<file path="config.mk">
export PLATFORM = sky130hd
export DESIGN_NAME = sram_arbiter
export DESIGN_NICKNAME = d
export VERILOG_FILES = /design/src/rtl/mem_arb_pkg.sv /design/src/rtl/arb_rr_pick.sv /design/src/rtl/sram_arbiter.sv
export SDC_FILE = /design/constraint.sdc
export NUM_CORES = 1
export LEC_CHECK = 0
export CAP_MARGIN = 20
export CORE_MARGIN = 3
export CORE_UTILIZATION = 43
export DETAILED_ROUTE_END_ITERATION = 7
export MAX_ROUTING_LAYER = met4
export PLACE_DENSITY = 0.82
export SLEW_MARGIN = 30
export SYNTH_ARGS = -nofsm -noshare
export SYNTH_HDL_FRONTEND = slang
export SYNTH_HIERARCHICAL = 1
export SYNTH_SLANG_ARGS = --single-unit
</file>
<file path="constraint.sdc">
create_clock -name clk -period 5.66 [get_ports clk]
set_input_delay 0.566 -clock clk [delete_from_list [all_inputs] [get_ports clk]]
set_output_delay 0.566 -clock clk [all_outputs]
set_load 0.02 [all_outputs]
</file>
<file path="src/rtl/mem_arb_pkg.sv">
// mem_arb_pkg: shared state/grant types and constants for SRAM and bus arbiters
package mem_arb_pkg;
  typedef enum logic [1:0] {IDLE, ACCESS, ACK} state_t;
  typedef enum logic {GNT_INST, GNT_DATA} gnt_t;
  localparam logic [3:0] SRAM_BE_NONE_N = 4'b1111;
endpackage

</file>
<file path="src/rtl/arb_rr_pick.sv">
// arb_rr_pick: two-requester round-robin pick, favouring the side not granted last
module arb_rr_pick
  import mem_arb_pkg::*;
(
  input  logic inst_req,
  input  logic data_req,
  input  gnt_t last_grant,
  output logic valid,
  output gnt_t gnt
);
  always_comb begin
    valid = inst_req | data_req;
    gnt = (inst_req && data_req) ? ((last_grant == GNT_DATA) ? GNT_INST : GNT_DATA)
                                 : (data_req ? GNT_DATA : GNT_INST);
  end
endmodule

</file>
<file path="src/rtl/sram_arbiter.sv">
// sram_arbiter: serialises fetch and data accesses onto one SRAM port with wait states
module sram_arbiter
  import mem_arb_pkg::*;
#(
  parameter int ADDR_W = 20,
  parameter int WAIT_CYCLES = 1
) (
  input  logic              clk,
  input  logic              rst,
  input  logic              inst_req,
  input  logic [ADDR_W-1:0] inst_addr,
  output logic [31:0]       inst_rdata,
  output logic              inst_ack,
  input  logic              data_req,
  input  logic              data_we,
  input  logic [ADDR_W-1:0] data_addr,
  input  logic [3:0]        data_be,
  input  logic [31:0]       data_wdata,
  output logic [31:0]       data_rdata,
  output logic              data_ack,
  output logic [ADDR_W-1:0] sram_addr,
  output logic [31:0]       sram_wdata,
  input  logic [31:0]       sram_rdata,
  output logic              sram_ce_n,
  output logic              sram_oe_n,
  output logic              sram_we_n,
  output logic [3:0]        sram_be_n
);
  state_t     state;
  gnt_t       gnt, last_grant, pick_gnt;
  logic       pick_valid, we_q, wr;
  logic [3:0] wait_cnt;
  arb_rr_pick u_pick (
    .inst_req  (inst_req),
    .data_req  (data_req),
    .last_grant(last_grant),
    .valid     (pick_valid),
    .gnt       (pick_gnt)
  );
  always_comb wr = (pick_gnt == GNT_DATA) && data_we;
  // strobes are registered on entry to ACCESS so no input reaches an output combinationally
  always_ff @(posedge clk or posedge rst)
    if (rst) begin
      state      <= IDLE;
      gnt        <= GNT_INST;
      last_grant <= GNT_DATA;
      wait_cnt   <= '0;
      we_q       <= 1'b0;
      inst_ack   <= 1'b0;
      data_ack   <= 1'b0;
      inst_rdata <= '0;
      data_rdata <= '0;
      sram_addr  <= '0;
      sram_wdata <= '0;
      sram_ce_n  <= 1'b1;
      sram_oe_n  <= 1'b1;
      sram_we_n  <= 1'b1;
      sram_be_n  <= SRAM_BE_NONE_N;
    end else begin
      inst_ack <= 1'b0;
      data_ack <= 1'b0;
      case (state)
        IDLE: if (pick_valid) begin
          gnt        <= pick_gnt;
          last_grant <= pick_gnt;
          we_q       <= wr;
          sram_addr  <= (pick_gnt == GNT_DATA) ? data_addr : inst_addr;
          sram_wdata <= data_wdata;
          sram_ce_n  <= 1'b0;
          sram_oe_n  <= wr;
          sram_we_n  <= !wr;
          sram_be_n  <= wr ? ~data_be : 4'b0000;
          wait_cnt   <= 4'(WAIT_CYCLES);
          state      <= ACCESS;
        end
        ACCESS: if (wait_cnt != '0) wait_cnt <= wait_cnt - 4'd1;
        else begin
          if (!we_q && gnt == GNT_INST) inst_rdata <= sram_rdata;
          if (!we_q && gnt == GNT_DATA) data_rdata <= sram_rdata;
          inst_ack  <= gnt == GNT_INST;
          data_ack  <= gnt == GNT_DATA;
          sram_ce_n <= 1'b1;
          sram_oe_n <= 1'b1;
          sram_we_n <= 1'b1;
          sram_be_n <= SRAM_BE_NONE_N;
          state     <= ACK;
        end
        default: state <= IDLE;
      endcase
    end
endmodule

</file>
# ---- After elaboration in Yosys (flattened, before gate mapping)
# Cells that the tools add are included.
dict set report word_totals {
  ff_bits 134
  wordCells 64
  output_inout_bits 125
  input_bits 113
}
dict set report op_classes {
  bitwise 4
  muxes 25
  add_sub_neg 1
  n_eq_ne 4
  n_reduce_logical 15
}
# op n
set ops {}
lappend ops {{$mux W20} 1}
lappend ops {{$mux W4} 5}
lappend ops {{$pmux W4 S2} 2}
lappend ops {{$reduce_and A3 Y1} 4}
lappend ops {{$mux W1} 11}
lappend ops {{$ne A2 B2 Y1 const B} 3}
lappend ops {{$pmux W1 S2} 3}
lappend ops {{$logic_and A1 B1 Y1} 4}
lappend ops {{$mux W2} 2}
lappend ops {{$not A4 Y4} 1}
lappend ops {{$pmux W2 S2} 1}
lappend ops {{$reduce_and A2 Y1} 2}
lappend ops {{$reduce_bool A4 Y1} 1}
lappend ops {{$sub A4 B1 Y4 const B} 1}
lappend ops {{$eq A2 B1 Y1 const B} 1}
lappend ops {{$logic_not A1 Y1} 2}
lappend ops {{$logic_not A2 Y1} 1}
lappend ops {{$not A1 Y1} 2}
lappend ops {{$reduce_bool A2 Y1} 1}
lappend ops {{$or A1 B1 Y1} 1}

# ---- Depth between registers and ports, before layout
dict set report logic_depth {
  ltp_word 6
  mapped_depth 7
  mapped_depth_nobuf 5
}

# ---- Modules after synthesis
# The synthesis kept the hierarchy.
# module n_inst area_per_inst_um2 seq_area_each_um2 cells_per_inst
set by_module_without_submodules {}
lappend by_module_without_submodules {sram_arbiter 1 5552.8 3363.2 430}
lappend by_module_without_submodules {arb_rr_pick 1 13.8 0.0 2}

# ---- Least setup slack after synthesis
# Ideal clock, no wire load.
dict set report synth_path {
  path_type {flip-flop to flip-flop}
  from {reg wait_cnt[0]}
  to {reg data_rdata[0]}
  period_less_slack_ns 2.211
  slack_ns 3.449
  required_ns 5.535
  arrival_ns 2.086
  n_path_buf 2
  path_stages_with_launch 8
  path_cell_list {dfrtp_1 -> inv_1 -> ha_1 -> or3b_4 -> or4b_4 -> buf_6 -> buf_12 -> mux2_4}
}
dict set report synth_between {
  elab_chain_len 3
}
# element line_no
set synth_lines {}
lappend synth_lines {{start, declared} sram_arbiter.sv:32} ;# logic [3:0] wait_cnt;
lappend synth_lines {{start signal, assigned} sram_arbiter.sv:73} ;# wait_cnt <= 4'(WAIT_CYCLES);
lappend synth_lines {{start signal, assigned} sram_arbiter.sv:76} ;# ACCESS: if (wait_cnt != '0) wait_cnt <= wait_cnt - 4'd1;
lappend synth_lines {{$reduce_bool A4 Y1} sram_arbiter.sv:76}
lappend synth_lines {{$not A1 Y1 (no source line)} -}
lappend synth_lines {{$reduce_and A3 Y1 (no source line)} -}
lappend synth_lines {{end signal, assigned} sram_arbiter.sv:79} ;# if (!we_q && gnt == GNT_DATA) data_rdata <= sram_rdata;
lappend synth_lines {{end, declared} sram_arbiter.sv:19} ;# output logic [31:0] data_rdata,
# Every way passes these cells.
# A chain may end at the register's enable or synchronous reset.

# ---- Worst setup path after layout
dict set report layout_path {
  from {reg wait_cnt[0]}
  to {reg data_rdata[25]}
}
# Same word-level chain as after synthesis.

==> results.cfg <==
[status]
outcome = finished clean

[cts]
clk_path_buf_depth = 2
postCtsSetupRepairBufs = 0
clock-root-buffer = clkbuf_16
clock_sinks = 134
cts_buffers = 17
cts_hold_buf = 0
ctsResizeCount = 0
insertion_delay_ns = 0.41
clk_pin_slew_ns = 0.05
tritoncts = built
htreeDepth = 4

[routing]
drtAntennaViolNets = 0
vias = 4167
viasPerCell = 4.91
dr.pass1.iters = 4
drc = 0
routed_wl_um = 15600
wl_per_cell_um = 18.4
drtIter0Drc = 224

[critical_path]
cp.arrival_ns = 2.74
rr_startpoint = wait_cnt[0]
cp-end-kind = flop
cp-start-kind = flop
cp-startpoint = wait_cnt[0]
cp_data_required_time_ns = 5.95
critPathMaxFanout = 32
crit_type = reg2reg

[sta]
holdWs_ns = 0.471
finalCritPeriodShare_pct = 43.3
setup_viol = 0
finalCriticalPeriod_ns = 2.45
tightest_slew_ns = 0.750
rsz0062_at_grt = false
hold_viol_final = 0
fin_tns_setup_ns = 0
slew_headroom_pct = 50.0
fmax_ghz = 0.408
fin_skew_ns = 0.00570
drv_slew = 0

[synthesis]
synthFlopType = dfrtp_1
synth_edf_count = 0
yosysSeqAreaShare_pct = 60.4
synthArstFlopShare_pct = 100
yosysTopAreaCellShare_pct = 56.6
syn_area_um2 = 5570
yosysUniqueCellTypes = 38
yosys.area.top_type = dfrtp_1
syn_avg_cell_area_um2 = 12.9
synth_area_leaders = dfrtp_1, mux2_4, nand2_1
yosysWarnings = 6
yosys_register_bits = 134
syn_inst = 432
synth.net_count = 547

[placed_design]
place.gp.congestion = 0.776
dpl.cell_count = 816
dp_hpwl_um = 11000
port_buffers = 237

[die]
die-area_um2 = 14300
ios = 238
core_area_um2 = 12300
start_util_pct = 45.2
core.rowCount = 40
fp.dieW_um = 120
dieHeight_um = 120

[hold_path]
hold_path.class = reg2reg
hp-start = last_grant

[final_layout]
utilization_pct = 69.9
fillers = 863
diodes = 0
seq_area_um2 = 3360
nets = 782
drive_above_1_share_pct = 16.6
area_delta_synth_final_pct = 54.6
finalNonFillerCells = 848
multiInputGateArea_um2 = 2030

[pwr]
internal_power_mw = 3.50
irDropWorstVdd_mv = 0.291
clock_power_share_pct = 19.5
combinationalPowerShare_pct = 48.3
leakagePower_nw = 4.01
switching_power_mw = 1.99
p_per_area_nw_per_um2 = 638
power.share.sequential_pct = 32.2
swShare_pct = 36.3
power_mw = 5.49

[global_route]
grt_pass1_vias = 4421
grt_remaining_overflow = 0
grt_pass1_wl_um = 24400
grt_max_degree = 87
track_usage_pct = 22.7
antenna_found_initial = 0

[run]
maxCapViolCount = 0
-- worst max-delay path, stage by stage (launching register included) --
cell     delay (ns)
dfrtp_1        0.40
inv_1          0.11
ha_1           0.18
or3b_4         0.40
or4b_4         0.83
mux2_4         0.40
-- cell usage after synthesis (all sizes together), types with 2 or more instances --
cell    instances
or3b            2
mux2i          20
nand2b          2
nor3            3
nor2            2
o21a            4
clkbuf         16
nor3b           2
buf             9
ha              2
mux2           64
o21ai          27
dfstp           8
inv             5
nand2         123
dfrtp         126
-- state kept, by name (all words and copies together) (netlist names) --
name,flops
last_grant,1
inst_rdata,32
data_ack,1
sram_be_n,4
sram_wdata,32
data_rdata,32
sram_ce_n,1
state,2
gnt,1
sram_addr,20
sram_oe_n,1
sram_we_n,1
we_q,1
wait_cnt,4
inst_ack,1
-- per-stage QoR --
stage	setup WS [ns]	area (um2)
CTS	3.21	8600
floorplan	1.52	5570
detailed placement	2.95	8020
global route	3.11	8610
global placement	2.90	8020
finish	3.21	8610
-- placed cells by master, fill, tap and decap left out, types with 2 or more instances in the layout --
| master | Yosys | layout |
|---|---|---|
| nand2b_1 | 2 | 2 |
| nor2_1 | 2 | 2 |
| clkbuf_16 | 0 | 17 |
| o21ai_0 | 27 | 27 |
| dfrtp_1 | 126 | 126 |
| dfstp_2 | 8 | 8 |
| clkinvlp_4 | 0 | 2 |
| inv_1 | 5 | 4 |
| clkdlybuf4s50_1 | 0 | 237 |
| clkbuf_8 | 0 | 5 |
| inv_6 | 0 | 2 |
| nand2_1 | 123 | 123 |
| mux2i_1 | 20 | 20 |
| nor3_1 | 3 | 3 |
| clkbuf_1 | 16 | 4 |
| buf_4 | 0 | 4 |
| mux2_2 | 4 | 4 |
| o21a_1 | 4 | 4 |
| ha_1 | 2 | 2 |
| mux2_4 | 60 | 60 |
-- layout make-up --
| class | count | share of cell area [%] |
|---|---|---|
| Clock inverter | 6 | 0.785 |
| Inverter | 5 | 0.276 |
| Multi-Input combinational cell | 268 | 23.6 |
| Sequential cell | 134 | 39.1 |
| Timing Repair Buffer | 241 | 27.9 |
| Clock buffer | 26 | 5.92 |
| Tap cell | 168 | 2.44 |
-- final timing paths --
path / endpoint / slack (ns) / depth (start not counted)
setup reg to reg: data_rdata[25] / 3.21 / 5
min in group asynchronous: data_rdata[10] / 0.69 / 2
max in group asynchronous: sram_wdata[21] / 3.85 / 3
hold reg to reg: last_grant / 0.47 / 2
setup / recovery: data_rdata[25] / 3.21 / 5
hold / removal: last_grant / 0.47 / 2
-- layer usage --
metal | share of wire, % | wire length, um | vias up | track usage, %
met5 | 0 | 0 | - | -
met4 | 2.9 | 454 | 0 | 9.38
met3 | 7.9 | 1230 | 35 | 7.45
met2 | 47 | 7310 | 207 | 35.5
met1 | 42 | 6580 | 2013 | 27.4
li1 | - | - | 1912 | -
-- power by group through the flow --
| stage | clock network [mW] | registers [mW] | logic, mW |
|---|---|---|---|
| after global placement | 0 | 1.73 | 2.58 |
| after global routing | 1.13 | 1.83 | 2.82 |
| final | 1.07 | 1.77 | 2.65 |
| after detailed placement | 0 | 1.76 | 2.65 |
| after floorplan | 0 | 2.27 | 0.928 |
| after CTS | 1.09 | 1.77 | 2.68 |
-- logic make-up after synthesis --
logic type      synth area share (%)
flops                           60.4
xor+xnor                       0.157
mux                             20.6
buf+inv                         3.46
compound gates                  4.43
fa+ha+maj                      0.449
simple gates                    10.5
(Power assumes the default switching activity.)
